### src/rtl/ram_bist_pkg.sv
// rtl/ram_bist_pkg.sv - shared types and March C- element table for ram_bist
//
// Purpose: FSM state and phase enums, the element count, and the per-element
//          table (direction, read expectation, write value, write enable).
// Ports:   none (package).
package ram_bist_pkg;

   typedef enum logic [1:0] {
      ST_IDLE,
      ST_RUN,
      ST_DONE
   } state_t;

   typedef enum logic {
      PH_RD,
      PH_WR
   } phase_t;

   localparam int          NUM_ELEM  = 6;
   localparam logic [2:0]  LAST_ELEM = 3'(NUM_ELEM - 1);

   // Backgrounds are single bits replicated across the data width:
   // 0 selects B0 (all zeros), 1 selects B1 (all ones).
   typedef struct packed {
      logic desc;     // 1: walk 2^AW-1 down to 0
      logic has_rd;   // element starts each address with an RD cycle
      logic rd_bg;    // expected background on read
      logic wr_en;    // WR cycle actually writes
      logic wr_bg;    // background written
   } elem_cfg_t;

   function automatic elem_cfg_t elem_cfg(input logic [2:0] elem);
      elem_cfg_t cfg;
      cfg = '0;
      case (elem)
         3'd0: begin cfg.wr_en = 1'b1; cfg.wr_bg = 1'b0; end
         3'd1: begin cfg.has_rd = 1'b1; cfg.rd_bg = 1'b0; cfg.wr_en = 1'b1; cfg.wr_bg = 1'b1; end
         3'd2: begin cfg.has_rd = 1'b1; cfg.rd_bg = 1'b1; cfg.wr_en = 1'b1; cfg.wr_bg = 1'b0; end
         3'd3: begin cfg.desc = 1'b1; cfg.has_rd = 1'b1; cfg.rd_bg = 1'b0; cfg.wr_en = 1'b1; cfg.wr_bg = 1'b1; end
         3'd4: begin cfg.desc = 1'b1; cfg.has_rd = 1'b1; cfg.rd_bg = 1'b1; cfg.wr_en = 1'b1; cfg.wr_bg = 1'b0; end
         3'd5: begin cfg.has_rd = 1'b1; cfg.rd_bg = 1'b0; end
         default: cfg = '0;
      endcase
      return cfg;
   endfunction

endpackage

### src/rtl/ram_bist_if.sv
// rtl/ram_bist_if.sv - RAM port bundle between the BIST engine and one RAM port
//
// Purpose: groups the single-port RAM access signals.
// Signals: ram_addr (AW), ram_data (DW), ram_we (1) driven by the initiator;
//          ram_q (DW) registered read data returned by the RAM.
// Modports: master (BIST engine side), slave (RAM side).
interface ram_bist_if #(
   parameter int AW = 6,
   parameter int DW = 8
) ();
   logic [AW-1:0] ram_addr;
   logic [DW-1:0] ram_data;
   logic          ram_we;
   logic [DW-1:0] ram_q;

   modport master (
      output ram_addr,
      output ram_data,
      output ram_we,
      input  ram_q
   );

   modport slave (
      input  ram_addr,
      input  ram_data,
      input  ram_we,
      output ram_q
   );
endinterface

### src/rtl/ram_bist_addr_gen.sv
// rtl/ram_bist_addr_gen.sv - AW-bit up/down address counter for march sequencing
//
// Purpose: address counter with clear-to-zero, load-to-end (all ones) and a
//          terminal flag that depends on the current count direction.
// Ports:   clk, rst    clock, synchronous active-high reset
//          clr         load 0 (start of an ascending element)
//          load_end    load 2^AW-1 (start of a descending element)
//          en          step one address in the direction given by down
//          down        1: count down, 0: count up
//          addr        current address
//          term        last address of the walk in the current direction
module ram_bist_addr_gen #(
   parameter int AW = 6
) (
   input  logic          clk,
   input  logic          rst,
   input  logic          clr,
   input  logic          load_end,
   input  logic          en,
   input  logic          down,
   output logic [AW-1:0] addr,
   output logic          term
);

   always_ff @(posedge clk) begin
      if (rst || clr) begin
         addr <= '0;
      end else if (load_end) begin
         addr <= '1;
      end else if (en) begin
         addr <= down ? addr - AW'(1) : addr + AW'(1);
      end
   end

   assign term = down ? (addr == '0) : (addr == '1);

endmodule

### src/rtl/ram_bist.sv
// rtl/ram_bist.sv - March C- built-in self-test engine for one RAM port
//
// Purpose: runs March C- (W0 up; R0W1 up; R1W0 up; R0W1 down; R1W0 down;
//          R0 up) on one port of a RAM with registered read data and
//          reports pass/fail. busy is the port-mux select.
// Ports:   clk, rst     clock, synchronous active-high reset
//          start        begin a test (accepted in IDLE or DONE)
//          ram          ram_bist_if.master: ram_addr, ram_data, ram_we, ram_q
//          busy         test running
//          done         test finished, held until next accepted start
//          fail         sticky mismatch flag
//          fail_addr    address of first mismatch
//          fail_elem    march element of first mismatch
//          fail_data    ram_q observed at first mismatch
// Config:  RAM_BIST_DIAG_EN enables first-mismatch capture on fail_addr,
//          fail_elem and fail_data; without it those ports read 0.
module ram_bist
   import ram_bist_pkg::*;
#(
   parameter int AW = 6,
   parameter int DW = 8
) (
   input  logic          clk,
   input  logic          rst,
   input  logic          start,
   ram_bist_if.master    ram,
   output logic          busy,
   output logic          done,
   output logic          fail,
   output logic [AW-1:0] fail_addr,
   output logic [2:0]    fail_elem,
   output logic [DW-1:0] fail_data
);

   state_t     state_q, state_n;
   phase_t     phase_q, phase_n;
   logic [2:0] elem_q, elem_n;
   logic       fail_q, fail_n;

   elem_cfg_t  cfg;
   elem_cfg_t  cfg_nx;

   logic          cnt_clr;
   logic          cnt_load_end;
   logic          cnt_en;
   logic [AW-1:0] cnt;
   logic          cnt_term;

   logic run;
   logic wr_ph;
   logic mismatch;
   logic accept;

   assign cfg    = elem_cfg(elem_q);
   assign cfg_nx = elem_cfg(elem_q + 3'd1);

   ram_bist_addr_gen #(.AW(AW)) u_addr_gen (
      .clk      (clk),
      .rst      (rst),
      .clr      (cnt_clr),
      .load_end (cnt_load_end),
      .en       (cnt_en),
      .down     (cfg.desc),
      .addr     (cnt),
      .term     (cnt_term)
   );

   assign run   = (state_q == ST_RUN);
   assign wr_ph = run && (phase_q == PH_WR);

   // ram_q was latched by the RAM on the RD edge and is held through the
   // following write, so it is stable for the whole WR/compare cycle.
   assign mismatch = wr_ph && cfg.has_rd && (ram.ram_q != {DW{cfg.rd_bg}});

   assign ram.ram_we   = wr_ph && cfg.wr_en;
   assign ram.ram_addr = run ? cnt : '0;
   assign ram.ram_data = (wr_ph && cfg.wr_en) ? {DW{cfg.wr_bg}} : '0;

   assign busy = run;
   assign done = (state_q == ST_DONE);
   assign fail = fail_q;

   always_ff @(posedge clk) begin
      if (rst) begin
         state_q <= ST_IDLE;
         phase_q <= PH_WR;
         elem_q  <= 3'd0;
         fail_q  <= 1'b0;
      end else begin
         state_q <= state_n;
         phase_q <= phase_n;
         elem_q  <= elem_n;
         fail_q  <= fail_n;
      end
   end

   always_comb begin
      state_n      = state_q;
      phase_n      = phase_q;
      elem_n       = elem_q;
      fail_n       = fail_q;
      cnt_clr      = 1'b0;
      cnt_load_end = 1'b0;
      cnt_en       = 1'b0;
      accept       = 1'b0;

      case (state_q)
         ST_IDLE, ST_DONE: begin
            if (start) begin
               accept  = 1'b1;
               state_n = ST_RUN;
               phase_n = PH_WR;     // element 0 is write-only
               elem_n  = 3'd0;
               fail_n  = 1'b0;
               cnt_clr = 1'b1;
            end
         end

         ST_RUN: begin
            if (mismatch) begin
               fail_n = 1'b1;
            end
            if (phase_q == PH_RD) begin
               phase_n = PH_WR;
            end else if (cnt_term) begin
               if (elem_q == LAST_ELEM) begin
                  state_n = ST_DONE;
               end else begin
                  // Next element starts on the very next cycle; the counter
                  // is preloaded to that element's first address.
                  elem_n  = elem_q + 3'd1;
                  phase_n = cfg_nx.has_rd ? PH_RD : PH_WR;
                  if (cfg_nx.desc) begin
                     cnt_load_end = 1'b1;
                  end else begin
                     cnt_clr = 1'b1;
                  end
               end
            end else begin
               cnt_en  = 1'b1;
               phase_n = cfg.has_rd ? PH_RD : PH_WR;
            end
         end

         default: begin
            state_n = ST_IDLE;
         end
      endcase
   end

`ifdef RAM_BIST_DIAG_EN
   logic [AW-1:0] fail_addr_q;
   logic [2:0]    fail_elem_q;
   logic [DW-1:0] fail_data_q;

   // Only the first mismatch of a run is kept: capture is gated by fail_q,
   // which is still low on the edge that first sets it.
   always_ff @(posedge clk) begin
      if (rst || accept) begin
         fail_addr_q <= '0;
         fail_elem_q <= 3'd0;
         fail_data_q <= '0;
      end else if (mismatch && !fail_q) begin
         fail_addr_q <= cnt;
         fail_elem_q <= elem_q;
         fail_data_q <= ram.ram_q;
      end
   end

   assign fail_addr = fail_addr_q;
   assign fail_elem = fail_elem_q;
   assign fail_data = fail_data_q;
`else
   assign fail_addr = '0;
   assign fail_elem = 3'd0;
   assign fail_data = '0;
`endif

endmodule

### src/flat_wrapper.sv
// flat-port wrapper written by rule: the top's interface ports become plain ports
module ram_bist_flat import ram_bist_pkg::*;
#(
   parameter int AW = 6,
   parameter int DW = 8
)
  (clk, rst, start, busy, done, fail, fail_addr, fail_elem, fail_data, ram_ram_addr, ram_ram_data, ram_ram_we, ram_ram_q);
  ram_bist_if #(.AW(AW), .DW(DW)) ram_i ();
  input  logic clk;
  input  logic rst;
  input  logic start;
  output logic busy;
  output logic done;
  output logic fail;
  output logic [AW-1:0] fail_addr;
  output logic [2:0] fail_elem;
  output logic [DW-1:0] fail_data;
  output wire logic [$bits(ram_i.ram_addr)-1:0] ram_ram_addr;
  output wire logic [$bits(ram_i.ram_data)-1:0] ram_ram_data;
  output wire logic [$bits(ram_i.ram_we)-1:0] ram_ram_we;
  input wire logic [$bits(ram_i.ram_q)-1:0] ram_ram_q;
  assign ram_ram_addr = ram_i.ram_addr;
  assign ram_ram_data = ram_i.ram_data;
  assign ram_ram_we = ram_i.ram_we;
  assign ram_i.ram_q = ram_ram_q;
  ram_bist #(.AW(AW), .DW(DW)) u_core (.clk(clk), .rst(rst), .start(start), .ram(ram_i), .busy(busy), .done(done), .fail(fail), .fail_addr(fail_addr), .fail_elem(fail_elem), .fail_data(fail_data));
endmodule
### config.mk
export PLATFORM = sky130hd
export DESIGN_NAME = ram_bist_flat
export DESIGN_NICKNAME = d
export VERILOG_FILES = /design/src/rtl/ram_bist_pkg.sv /design/src/rtl/ram_bist_if.sv /design/src/rtl/ram_bist_addr_gen.sv /design/src/rtl/ram_bist.sv /design/src/flat_wrapper.sv
export SDC_FILE = /design/constraint.sdc
export NUM_CORES = 1
export LEC_CHECK = 0
export ABC_AREA = 1
export CORE_MARGIN = 2
export CORE_UTILIZATION = 64
export CTS_CLUSTER_DIAMETER = 120
export CTS_CLUSTER_SIZE = 30
export DETAILED_ROUTE_END_ITERATION = 10
export DONT_BUFFER_PORTS = 1
export PLACE_DENSITY = 0.8
export SYNTH_ARGS = -nofsm -noshare
export SYNTH_HDL_FRONTEND = slang
export SYNTH_SLANG_ARGS = --single-unit
### constraint.sdc
create_clock -name clk -period 2.3 [get_ports clk]
set_input_delay 0.23 -clock clk [delete_from_list [all_inputs] [get_ports clk]]
set_output_delay 0.23 -clock clk [all_outputs]
set_load 0.05 [all_outputs]
# --- Word-level counts from Yosys, hierarchy flattened ---
# Cells that the tools add are included.
op_classes:
  add_sub_neg: 3
  eq_ne: 20
  muxes: 45
  reduce_logical: 23
ops:
  columns: ["operator", "n"]
  rows:
  - ["2-to-1 mux 1 bit", 24]
  - ["2-to-1 mux 6 bit", 4]
  - ["case mux 2 bit (2 select lines)", 4]
  - ["equality test 3 x 2 -> 1 bit, second input constant", 4]
  - ["equality test 3 bit, second input constant", 4]
  - ["2-to-1 mux 3 bit", 4]
  - ["OR reduction 2 bit", 6]
  - ["OR reduction 3 bit", 3]
  - ["2-to-1 mux 2 bit", 4]
  - ["2-to-1 mux 8 bit", 1]
  - ["inequality test 2 bit, second input constant", 4]
  - ["inequality test 8 bit", 1]
  - ["adder 6 x 1 -> 6 bit, second input constant", 1]
  - ["equality test 3 x 1 -> 1 bit, second input constant", 2]
  - ["equality test 6 bit, second input constant", 1]
  - ["logical NOT 6 bit", 1]
  - ["case mux 1 bit (2 select lines)", 3]
  - ["case mux 3 bit (2 select lines)", 1]
  - ["subtractor 6 x 1 -> 6 bit, second input constant", 1]
  - ["AND reduction 5 bit", 1]
  - ["logical AND 1 bit", 4]
  - ["inequality test 2 x 1 -> 1 bit, second input constant", 2]
  - ["AND reduction 4 bit", 1]
  - ["nonzero test 2 bit", 2]
  - ["other kinds (8)", 8]
totals:
  register_bits: 13

# --- Longest topological paths before layout ---
# Gate-level depths: netlist of the first run.
depth:
  word_depth: 10
  mapped_depth: 15

# --- Hierarchy ---
# From an unflattened synthesis of the first run, not the netlist that was laid out.
unflattened:
  hier_cells: 216
  hier_area_um2: 1331.3
by_module_without_submodules:
  columns: ["mod", "n_inst", "cells_each", "area_per_inst_um2", "seq_area_each_um2"]
  rows:
  - ["ram_bist", 1, 149, 880.8, 140.1]
  - ["ram_bist_addr_gen", 1, 67, 450.4, 120.1]

# --- Least setup slack after synthesis of the first run ---
# Ideal clock, no wire load.
synth_path:
  path_type: "register -> output"
  from: "register u_core.elem_q[0]"
  to: "output ram_ram_data[1]"
  arrival_time_ns: 1.973
  path_slack_ns: 0.097
  path_stages_with_launch: 12
  n_path_buf: 1
  path_cell_list: "dfxtp_1 > inv_1 > ha_1 > inv_1 > nor2_1 > inv_1 > nand3_1 > nand2_1 > inv_2 > nand3_1 > inv_1 > buf_4"
synth_via:
  elab_chain_cells: 5
  word_cells_on_any_way: 10
  classes_between: "4 x eq/ne; 2 x mux; 4 x reduce/logical"
synth_rtl:
  columns: ["element", "line", "text"]
  rows:
  - ["start: declaration", "ram_bist.sv:37", "logic [2:0] elem_q, elem_n;"]
  - ["start signal: assignment", "ram_bist.sv:92", "elem_q <= elem_n;"]
  - ["equality test 3 x 2 -> 1 bit, or another cell as far along", "ram_bist_pkg.sv:35", "case (elem)"]
  - ["OR reduction 3 bit (no line) / OR reduction 2 bit (equally long branches)", null, null]
  - ["case mux 2 bit (2 select lines) (*)", "ram_bist_pkg.sv:35", null]
  - ["logical AND 1 bit (*)", null, null]
  - ["via ram_ram_we", "flat_wrapper.sv:20", "output wire logic [$bits(ram_i.ram_we)-1:0] ram_ram_we;"]
  - ["2-to-1 mux 8 bit (*)", "ram_bist.sv:77", "assign ram.ram_data = (wr_ph && cfg.wr_en) ? {DW{cfg.wr_bg}} : '0;"]
  - ["end: declaration", "flat_wrapper.sv:19", "output wire logic [$bits(ram_i.ram_data)-1:0] ram_ram_data;"]
# Mark *: on every way through the listed nets, which the timed path passes. The rest lies on a longest branch.

# --- Final worst setup path of the first run ---
layout_path:
  from: "register u_core.elem_q[0]"
  to: "output ram_ram_data[7]"
layout_via:
  elab_chain_cells: 5
  word_cells_on_any_way: 10
  classes_between: "4 x eq/ne; 2 x mux; 4 x reduce/logical"
layout_rtl:
  columns: ["element", "line"]
  rows:
  - ["equality test 3 x 2 -> 1 bit, or another cell as far along", "ram_bist_pkg.sv:35"]
  - ["OR reduction 3 bit (no line) / OR reduction 2 bit (equally long branches)", null]
  - ["case mux 2 bit (2 select lines) (*)", "ram_bist_pkg.sv:35"]
  - ["logical AND 1 bit", "ram_bist.sv:77"]
  - ["2-to-1 mux 8 bit (*)", "ram_bist.sv:77"]
# Every way passes the cells marked *; elsewhere a longest branch is shown, timed or not.

==> metrics.md, run 1 <==
| Metric | Value |
|---|---|
| Clk pwr share | 0.148 |
| Period minus WS final | 2160 ps |
| Fill count | between 200 and 250 |
| Post-DP Area | 1630 µm² |
| R2R setup slack | around 260 ps |
| Post-Syn Area | 1630 µm² |
| Hold_buf cts | 0 |
| Antenna violations before repair | 0 |
| Core box area | 2430 µm² |
| Final setup vio count | 0 |
| Switching portion of total power | 0.513 |
| Worst-Skew Late Latency | roughly 280 ps |
| Worst-path clk slew | roughly 80 ps |
| Hold Crit Start | rst |
| F_max | 462 MHz |
| Worst-margin pin slew | 509 ps |
| Crit-path most repeated cell | inv_1 |
| Vias in the first global route | 1,255 |
| Drt pass-1 iters | 4 |
| Syn Area/Cell | 6.78 µm² |
| Wire per inst | 10.9 µm |
| Worst Setup Start Kind | flip-flop |
| Detail Placement HPWL | 2480 µm |
| I/O Pins | 46 |
| Cell with the most instances after synthesis | nand2_1 |
| Routed Antenna Nets | 0 |
| Static leakage | 0.885 nW |
| Internal power | 0.000478 W |
| Final clock skew | 9.01 ps |
| CP required | 2070 ps |
| P_sw | 0.000504 W |
| Power per standard cell area | 592 nW/µm² |
| Num Clock Sinks | 13 |
| Placer Congestion | 0.880 |
| Combinational power share | 0.558 |
| Iter 0 DRT Violations | 25 |
| Yosys cell types | 29 |
| Clock Tree Root | clkbuf_4 |
| Reg-to-Reg Start | u_core.elem_q[0] |
| Sequential share of the synthesized area | 0.160 |
| Cells along the critical path | inv_1 > ha_1 > inv_1 > nor2_2 > inv_1 > nand3_1 > nand2_1 > inv_2 > nand3_1 > clkinv_2 > buf_16 |
| DR DRC count | 0 |
| Fin util | 0.682 |
| Max incr delay on CP | between 300 and 400 ps |
| Hold Path Stages | 3 |
| Bufs on Longest Clock Path | 2 |
| Status | finished, final reports clean |
| CP endpoint kind | output port |
| Synth area leader | dfxtp_1 |
| First-pass GRT wire length | roughly 4900 µm |
| Hold worst-path end | u_core.state_q[0] |
| Peak VDD IR | 0.000420 V |
| Buffers on Ports | 0 |
| Critical-path top delay cell | dfxtp_2 |
| Die footprint | 2960 µm² |
| Final instance area | 1660 µm² |
| Layout Nets | 270 |
| Max_cap viols | 0 |
| Cells on worst reg2reg path | 15 |
| Starting Density | 0.669 |
| Number of setup buffers added after CTS | 0 |
| Worst-path fanout max | 7 |
| CP arrival | between 1500 and 2000 ps |
| Crit Path Category | flip-flop to output port |
| Power share of the sequential group | 0.294 |
| Die H | ~54 µm |
| Post-Synthesis Cells | 240 |
| Post-synth EDFFs | 0 |
| Die Span X | 54.4 µm |
| Hold Crit Class | primary input to flip-flop |
| Largest net degree at the start of global routing | 11 |
| Ys async rst share | 0 |
| CTS H-tree lvls | 1 |
| FP Rows | 18 |
| Max_slew headroom | 0.660 |
| TritonCTS clock tree | built |
| Total grt overflow | 0 |
| GRT Util Overall | 0.223 |
| Layout area overhead | 1.92% |
| Final hold violations | 0 |
| Drt total wl | 3010 µm |
| Yosys top cell area share | 0.160 |
| Setup_tns | 0 ps |
| #FFs+latches synth | 13 |
| Pins Over Slew Limit | 0 |
| Antenna cells | 0 |
| Unrepaired setup endpoints after global routing | no |
| Top_reg_cell synth | dfxtp_1 |
| Synth warn | 0 |
| Layout cell share with drive strength beyond 1 | 0.195 |
| Synth top area cells | dfxtp_1 16%, nand2_1 13%, buf_4 11% |
| Vias per inst | 5.07 |
| Cts bufs inserted | 3 |
| Capturing point of the worst reg2reg path | u_core.u_addr_gen.addr[3] |
| Period utilization | 0.941 |
| Vias | 1,400 |
| Synth cell count leaders | 58 x nand2_1, 30 x inv_1, 28 x nand3_1 |
==> cell families after synthesis <==
kind of cell	after synthesis	synth area share
AOI/OAI and AO/OA	11	0.0461
xor gates and xnor gates	1	0.00538
adders and majority gates	12	0.0968
buffers and inverters	61	0.214
DFF	13	0.160
other	1	0.00230
and+or+nand+nor	141	0.475
==> per-layer routing <==
metal  share of wire  vias to the layer above  global-route usage
li1                -                      731                   -
met1            0.43                      636               0.243
met2            0.52                       31               0.436
met3           0.045                        2              0.0519
met4          0.0063                        0              0.0375
met5               0                        -                   0
==> how the worst max path moves through the flow <==
stage	startpoint	to	slack [ps]
finish	u_core.elem_q[0]	ram_ram_data[7]	140
global route	u_core.elem_q[0]	ram_ram_data[7]	20
CTS	u_core.elem_q[0]	ram_ram_data[7]	30
detailed placement	u_core.elem_q[0]	u_core.u_addr_gen.addr[3]	150
global placement	u_core.elem_q[0]	u_core.u_addr_gen.addr[5]	230
floorplan	u_core.elem_q[0]	ram_ram_data[1]	100
==> cells in the final DEF (no fill, tap or decap), types with 2 or more instances in the layout <==
cell type / netlist / final
nand2_4: 6 / 6
nand2_1: 58 / 58
nand3_1: 28 / 28
nor2_2: 1 / 2
nand3_4: 2 / 2
nand4_1: 5 / 5
nand2_2: 7 / 7
nor2_1: 23 / 22
inv_2: 5 / 5
clkbuf_4: 0 / 3
conb_1: 1 / 17
dfxtp_1: 13 / 12
nor2_8: 3 / 3
inv_1: 30 / 29
nor4_1: 3 / 3
ha_1: 11 / 11
a21oi_1: 7 / 7
buf_4: 24 / 10
nand3_2: 2 / 2
==> through the flow <==
stage / power (W) / setup WS [ps] / hold WS [ps] / std cells
floorplan: 0.000789 / 97.0 / 378 / 256
global placement: 0.000835 / 232 / 395 / 272
detailed placement: 0.000841 / 150 / 389 / 272
CTS: 0.000989 / 28.6 / 88.1 / 276
global route: 0.00105 / 20.3 / 137 / 276
finish: 0.000982 / 137 / 102 / 276
==> critical path: cells and delay by family, from the launching register on <==
family,cells,cell delay (ps)
adder cells (fa/ha/maj),1,200
buffers and inverters,6,750
flip-flops,1,360
AND/OR/NAND/NOR,4,350
==> area by class of cell <==
class | count | area, µm² | area share
Clock buffer | 4 | 26.3 | 0.0158
Sequential cell | 13 | 262 | 0.158
Inverter | 36 | 150 | 0.0905
Timing Repair Buffer | 11 | 103 | 0.0618
Tap cell | 30 | 37.5 | 0.0226
Multi-Input combinational cell | 182 | 1080 | 0.652
==> power groups by stage <==
stage	logic [W]	clock network (W)	registers, W
6_report	0.000548	0.000145	0.000289
5_1_grt	0.000604	0.000158	0.000293
4_1_cts	0.000549	0.000152	0.000288
3_5_place_dp	0.000548	0	0.000294
3_3_place_gp	0.000542	0	0.000293
2_1_floorplan	0.000504	0	0.000285
==> registers in the layout, summed over array words and instances (netlist names) <==
signal / count
u_core.elem_q: 3
u_core.fail: 1
u_core.phase_q: 1
u_core.state_q: 2
u_core.u_addr_gen.addr: 6
==> repair_timing <==
action / 4_1_cts / 5_1_grt
hold endpoints to repair: 0 / 0
gates resized for setup: 0 / 2
setup endpoints to repair: 0 / 9
No activity file was read; power rests on OpenSTA's default activity.
==> inputs of run 2 (changes only) <==
- CORE_MARGIN: 2 -> 4
- CORE_UTILIZATION: 64 -> 63
- PLACE_DENSITY: 0.8 -> 0.79
- SETUP_SLACK_MARGIN: not set -> 0.3
- SYNTH_HIERARCHICAL: not set -> 1
==> run 2 against run 1 <==
Net effect: global-route usage grew 0.71 points; highest routed layer unchanged; total power shrank 6.1%; clock power is essentially flat; synthesized area shrank 18%.
==> metrics.md, run 2 <==
| Metric | Value |
|---|---|
| Status | finished, final reports clean |
| Cts bufs inserted | 3 (unchanged) |
| Worst-path clk slew | 80 ps (about the same) |
| Layout cell share with drive strength beyond 1 | 0.215 (+0.0198) |
| Top_reg_cell synth | dfxtp_1 |
| GRT Util Overall | 0.230 (+0.00706) |
| Num Clock Sinks | 13 (unchanged) |
| Iter 0 DRT Violations | 79 (+220%) |
| Cell with the most instances after synthesis | nand2_1 |
| Final hold violations | 0 (unchanged) |
| Peak VDD IR | 0.000436 V (+3.9%) |
| Most frequent cells in the layout | 47 x nand2_1, 28 x inv_1, 25 x nor2_1 |
| F_max | 522 MHz (+13%) |
| Post-synth EDFFs | 0 (unchanged) |
| Worst-Skew Late Latency | 280 ps (about the same) |
| Drt total wl | 3300 µm (+9.6%) |
| Synth warn | 6 (+6) |
| Period utilization | 0.833 (-0.107) |
| Unrepaired setup endpoints after global routing | yes |
| Post-Synthesis Cells | 216 (-10%) |
| First-pass GRT wire length | 4860 µm (-0.29%) |
| Starting Density | 0.672 (+0.00248) |
| Register area | 267 µm² (+1.9%) |
| Final std cells w/o fill | 255 (-7.6%) |
| CP startpoint | u_core/elem_q[0] |
| Synth cell count leaders | 52 x nand2_1, 34 x inv_1, 27 x nor2_1 |
| Flip-flop count of the largest register after layout | 6 (unchanged) |
| Static leakage | 0.786 nW (-11%) |
| Final setup vio count | 0 (unchanged) |
| Worst-path fanout max | 5 (-2) |
| Routed Antenna Nets | 0 (unchanged) |
| Worst-margin pin slew | 507 ps (-1.69 ps) |
| Hold Crit Class | primary input to flip-flop |
| Core box area | 1980 µm² (-19%) |
| Antenna violations before repair | 0 (unchanged) |
| Worst slack, placed | -7.81 ps (-158 ps) |
| Sequential share of the synthesized area | 0.195 (+0.0356) |
| Post-Syn Area | 1330 µm² (-18%) |
| TritonCTS clock tree | built |
| Bufs on Longest Clock Path | 2 (unchanged) |
| Top Registers | u_core/u_addr_gen/addr: 6 flops, u_core/elem_q: 3 flops, u_core/state_q: 2 flops |
| Yosys top cell area share | 0.195 (+0.0356) |
| Clock Tree Root | clkbuf_4 |
| Fill count | 150 (-38%) |
| Layout Nets | 252 (-6.7%) |
| Grt met2 use | 0.435 (about the same) |
| Met3 Track Usage GR | 0.0748 (+0.0229) |
| CP arrival | 2140 ps (+210 ps) |
| Largest net degree at the start of global routing | 11 (unchanged) |
| Detail Placement HPWL | 2380 µm (-3.9%) |
| CTS H-tree lvls | 1 (unchanged) |
| CP required | 2520 ps (+450 ps) |
| Most common cell after layout, fill and taps aside | nand2_1 |
| Antenna cells | 0 (unchanged) |
| Yosys cell types | 25 (-14%) |
| Die Span X | 54.0 µm (-0.85%) |
| Reg-to-Reg Start | u_core/elem_q[0] |
| Die footprint | 2910 µm² (-1.7%) |
| Setup ws final | 383 ps (+247 ps) |
| DR DRC count | 0 (unchanged) |
| Placer Congestion | 0.886 (+0.65%) |
| Vias per inst | 5.33 (+5.1%) |
| Power per standard cell area | 607 nW/µm² (+2.6%) |
| FP Rows | 16 (-2) |
| Busiest layer in global routing | met2 |
| Largest Register | u_core/u_addr_gen/addr |
| Synth area leader | dfxtp_1 |
| Total grt overflow | 0 (unchanged) |
| Post-placement cell count | 246 (-9.6%) |
| I/O Pins | 46 (unchanged) |
| #FFs+latches synth | 13 (unchanged) |
| Met1 usage | 0.234 (-0.00831) |
| Layout area overhead | 14.0% |
| Wire per inst | 12.9 µm (+19%) |
| Drt pass-1 iters | 4 (unchanged) |
| Multi-input gate area | 903 µm² (-16%) |
| Max_slew headroom | 0.661 (+0.00112) |
| Ys async rst share | 0 (unchanged) |
| Worst Setup Start Kind | flip-flop |
| Pins Over Slew Limit | 0 (unchanged) |
| Period minus WS final | 1920 ps (-247 ps) |
| Hold_buf cts | 0 (unchanged) |
| Vias | 1,359 (-2.9%) |
| Hold Crit Start | rst |
| Crit Path Category | flip-flop to flip-flop |
| Vias in the first global route | 1,199 (-4.5%) |
| CP endpoint kind | flip-flop |
| Syn Area/Cell | 6.16 µm² (-9.1%) |
| Die H | 54.0 µm (-0.85%) |
| Max_cap viols | 0 (unchanged) |
| Final clock skew | 3.97 ps (-5.04 ps) |
| Synth top area cells | dfxtp_1 20%, nand2_1 15%, buf_4 14% |
| Buffers on Ports | 0 (unchanged) |
## run 2: logic make-up (layout without fill, tap and decap cells)
family / count (synthesis) / count (layout) / share of synthesized area
fa+ha+maj: 12 / 12 / 0.118
xor+xnor: 2 / 2 / 0.0132
other cells: 1 / 17 / 0.00282
simple gates: 100 / 100 / 0.316
buf+inv: 60 / 56 / 0.237
flops: 13 / 13 / 0.195
compound gates: 28 / 28 / 0.117
## run 2: area by class of cell
type                       instances  area share
multi-input combinational        159       0.595
sequential                        13       0.176
inverter                          36      0.0973
timing repair buffer              16      0.0923
tap                               27      0.0223
clock buffer                       4      0.0173
## run 2: what timing repair did
item                                    in CTS  in global routing
pin swaps                                    1                  6
endpoints found under the setup margin      18                 18
setup buffers                                0                  5
resized for setup                           14                 18
## run 2: worst max-delay path, cell delays in order, from the launching register on
cell	delay [ps]
dfxtp_4	400
inv_4	60
ha_4	170
nand2_4	80
nand2_4	80
buf_4	140
ha_1	330
inv_1	90
nand2_1	90
nand3_1	110
nand2_1	50
nand2_1	70
nand3_1	70
a21oi_1	130
## run 2: final timing paths
| path | to | depth (start not counted) | slack (ps) |
|---|---|---|---|
| max | u_core/u_addr_gen/addr[5] | 13 | 380 |
| min | u_core/phase_q | 2 | 50 |
| max reg2reg | u_core/u_addr_gen/addr[5] | 13 | 380 |
| min reg2reg | u_core/elem_q[2] | 2 | 530 |
## run 2: report_power, final
part	internal, W	switching (W)
clock	0.0000675	0.0000774
combinational	0.000147	0.000346
sequential	0.000248	0.0000370
## run 2: layer usage
metal	share of wire	up-vias	wire [µm]
li1	-	657	-
met1	0.36	617	1180
met2	0.51	75	1700
met3	0.11	10	360
met4	0.017	0	56
met5	0	-	0
## run 2: per-stage QoR
stage / utilization / hold slack (ps) / setup TNS (ps) / cell area, µm² / power [W]
floorplan: - / 326 / 0 / 1400 / 0.000647
global route: 0.766 / 41.8 / 0 / 1520 / 0.000984
detailed placement: 0.686 / 344 / -14.1 / 1360 / 0.000692
CTS: 0.718 / 45.1 / 0 / 1420 / 0.000856
global placement: 0.686 / 331 / 0 / 1360 / 0.000680
finish: 0.766 / 45.7 / 0 / 1520 / 0.000922
==> inputs of run 3 (changes only) <==
- clock period: 2.3 -> 1.9 ns (I/O delays scaled with it)
==> run 3 against run 2 <==
Net effect: the flow now finishes with violations (negative setup slack); largest power group unchanged; clock power grew 34%; maximum frequency fell by 2.5%; flip-flop and latch count did not move; cell area increased by 19%; clock-buffer cell count unchanged.
==> metrics.md, run 3 (same netlist as run 2, synthesis figures left out) <==
| Metric | Value |
|---|---|
| CTS H-tree lvls | 1 (unchanged) |
| CP arrival | 2160 ps (+20 ps) |
| Die Span X | 54.0 µm (unchanged) |
| Buffers on Ports | 0 (unchanged) |
| Num Clock Sinks | 13 (unchanged) |
| TritonCTS clock tree | built |
| Wire per inst | 19.0 µm (+47%) |
| Iter 0 DRT Violations | 184 (+130%) |
| Peak VDD IR | 0.000595 V (+36%) |
| Period minus WS final | 1970 ps (+48.8 ps) |
| Cts bufs inserted | 3 (unchanged) |
| Final clock skew | 11.0 ps (+7.07 ps) |
| Vias | 1,693 (+25%) |
| Critical-path top delay cell | dfxtp_4 |
| Largest net degree at the start of global routing | 11 (unchanged) |
| Metal3 WL | 766 µm (+110%) |
| Flip-flop count of the largest register after layout | 6 (unchanged) |
| Final hold violations | 0 (unchanged) |
| Placer Congestion | 0.928 (+4.7%) |
| Layout area overhead | 36.2% |
| M1 wire length | 1730 µm (+46%) |
| Starting Density | 0.672 (unchanged) |
| Worst-path fanout max | 5 (unchanged) |
| Worst-path clk slew | 100 ps (+20 ps) |
| Drt total wl | 5190 µm (+57%) |
| Pins Over Slew Limit | 0 (unchanged) |
| Worst-Skew Late Latency | 300 ps (+20 ps) |
| Detail Placement HPWL | 2480 µm (+4.3%) |
| Max layer used | met4 |
| Power per standard cell area | 743 nW/µm² (+22%) |
| Crit-path most repeated cell | nand2_1 |
| Vias per inst | 6.20 (+16%) |
| WL met2 | 2250 µm (+32%) |
| Largest Register | u_core/u_addr_gen/addr |
| Total grt overflow | 0 (unchanged) |
| Cells along the critical path | inv_4 > ha_4 > nand2_4 > nand2_4 > inv_4 > nand3_2 > o21ai_2 > inv_2 > buf_4 > nand3_2 > nor2_1 > nor2_1 > nand2_1 > nand2_1 > nand2_1 |
| Hold slack | 38.3 ps (-7.45 ps) |
| Worst Setup Start Kind | flip-flop |
| CP required | 2090 ps (-430 ps) |
| Die footprint | 2910 µm² (unchanged) |
| Clock Tree Root | clkbuf_4 |
| Crit-path leading delay family | simple AND/OR/NAND/NOR gates |
| Max_slew headroom | 0.658 (-0.00299) |
| Worst-margin pin slew | 512 ps (+4.49 ps) |
| Buf/Inv on CP | 4 (+1) |
| Max_cap viols | 0 (unchanged) |
| Final setup vio count | 9 (+9) |
| Status | finished with violations |
| Worst slack, placed | -44.7 ps (-36.8 ps) |
| Core box area | 1980 µm² (unchanged) |
| Fin util | 0.915 (+0.149) |
| F_max | 509 MHz (-2.5%) |
| Die H | 54.0 µm (unchanged) |
| Period utilization | 1.03 (+0.201) |
| Failing checks | negative setup slack |
| Top Registers | u_core/u_addr_gen/addr: 6 flops, u_core/elem_q: 3 flops, u_core/state_q: 2 flops |
| GRT Util Overall | 0.334 (+0.104) |
| Drt pass-1 iters | 5 (+1) |
| First-pass GRT wire length | 6930 µm (+43%) |
| Antenna cells | 0 (unchanged) |
| Routed Antenna Nets | 0 (unchanged) |
| Setup ws final | -65.4 ps (-449 ps) |
| Most common cell after layout, fill and taps aside | nand2_1 |
| Static leakage | 0.893 nW (+14%) |
| Most frequent cells in the layout | 44 x nand2_1, 24 x inv_1, 24 x nor2_1 |
| Layout cell share with drive strength beyond 1 | 0.366 (+0.151) |
| DR DRC count | 0 (unchanged) |
| Max incr delay on CP | 400 ps (about the same) |
| Overall Power | 0.00135 W (+46%) |
| Vias in the first global route | 1,497 (+25%) |
| Setup_tns | -206 ps (-206 ps) |
| Hold Crit Class | primary input to flip-flop |
| Antenna violations before repair | 0 (unchanged) |
| Bufs on Longest Clock Path | 2 (unchanged) |
| Layout Nets | 270 (+7.1%) |
| I/O Pins | 46 (unchanged) |
| FP Rows | 16 (unchanged) |
| Unrepaired setup endpoints after global routing | yes |
| Crit Path Category | flip-flop to flip-flop |
| CP endpoint kind | flip-flop |
## run 3: area by class of cell
type / instances / area, µm²
Clock buffer: 4 / 26.3
Fill cell: 83 / 169
Inverter: 36 / 151
Multi-Input combinational cell: 159 / 1010
Sequential cell: 13 / 273
Tap cell: 27 / 33.8
Timing Repair Buffer: 34 / 320
## run 3: worst paths after layout
check	cells after the start	endpoint	start	slack (ps)
setup / recovery	15	u_core/phase_q	u_core/elem_q[0]	-70
hold / removal	2	u_core/state_q[0]	start	40
setup reg to reg	15	u_core/phase_q	u_core/elem_q[0]	-70
hold reg to reg	2	u_core/elem_q[0]	u_core/elem_q[0]	550
## run 3: report_power, final
part,internal [W],switching (W)
sequential,0.000300,0.0000455
clock,0.0000819,0.000113
combinational,0.000276,0.000530
total,0.000659,0.000688
## run 3: timing repair
item                                    CTS  global route
hold buffers                              1             0
resized for setup                        22            18
pin swaps                                24             8
hold endpoints to repair                  1             0
endpoints found under the setup margin   21            27
setup buffers                            16             3
## run 3: routing by layer
metal  track usage  vias to the layer above
li1              -                      697
met1         0.351                      739
met2         0.558                      194
met3         0.130                       63
met4         0.203                        0
met5             0                        -
## run 3: per-stage QoR
step	instances	area, µm²
floorplan	232	1550
global placement	249	1500
detailed placement	249	1500
CTS	270	1730
global route	273	1810
finish	273	1810
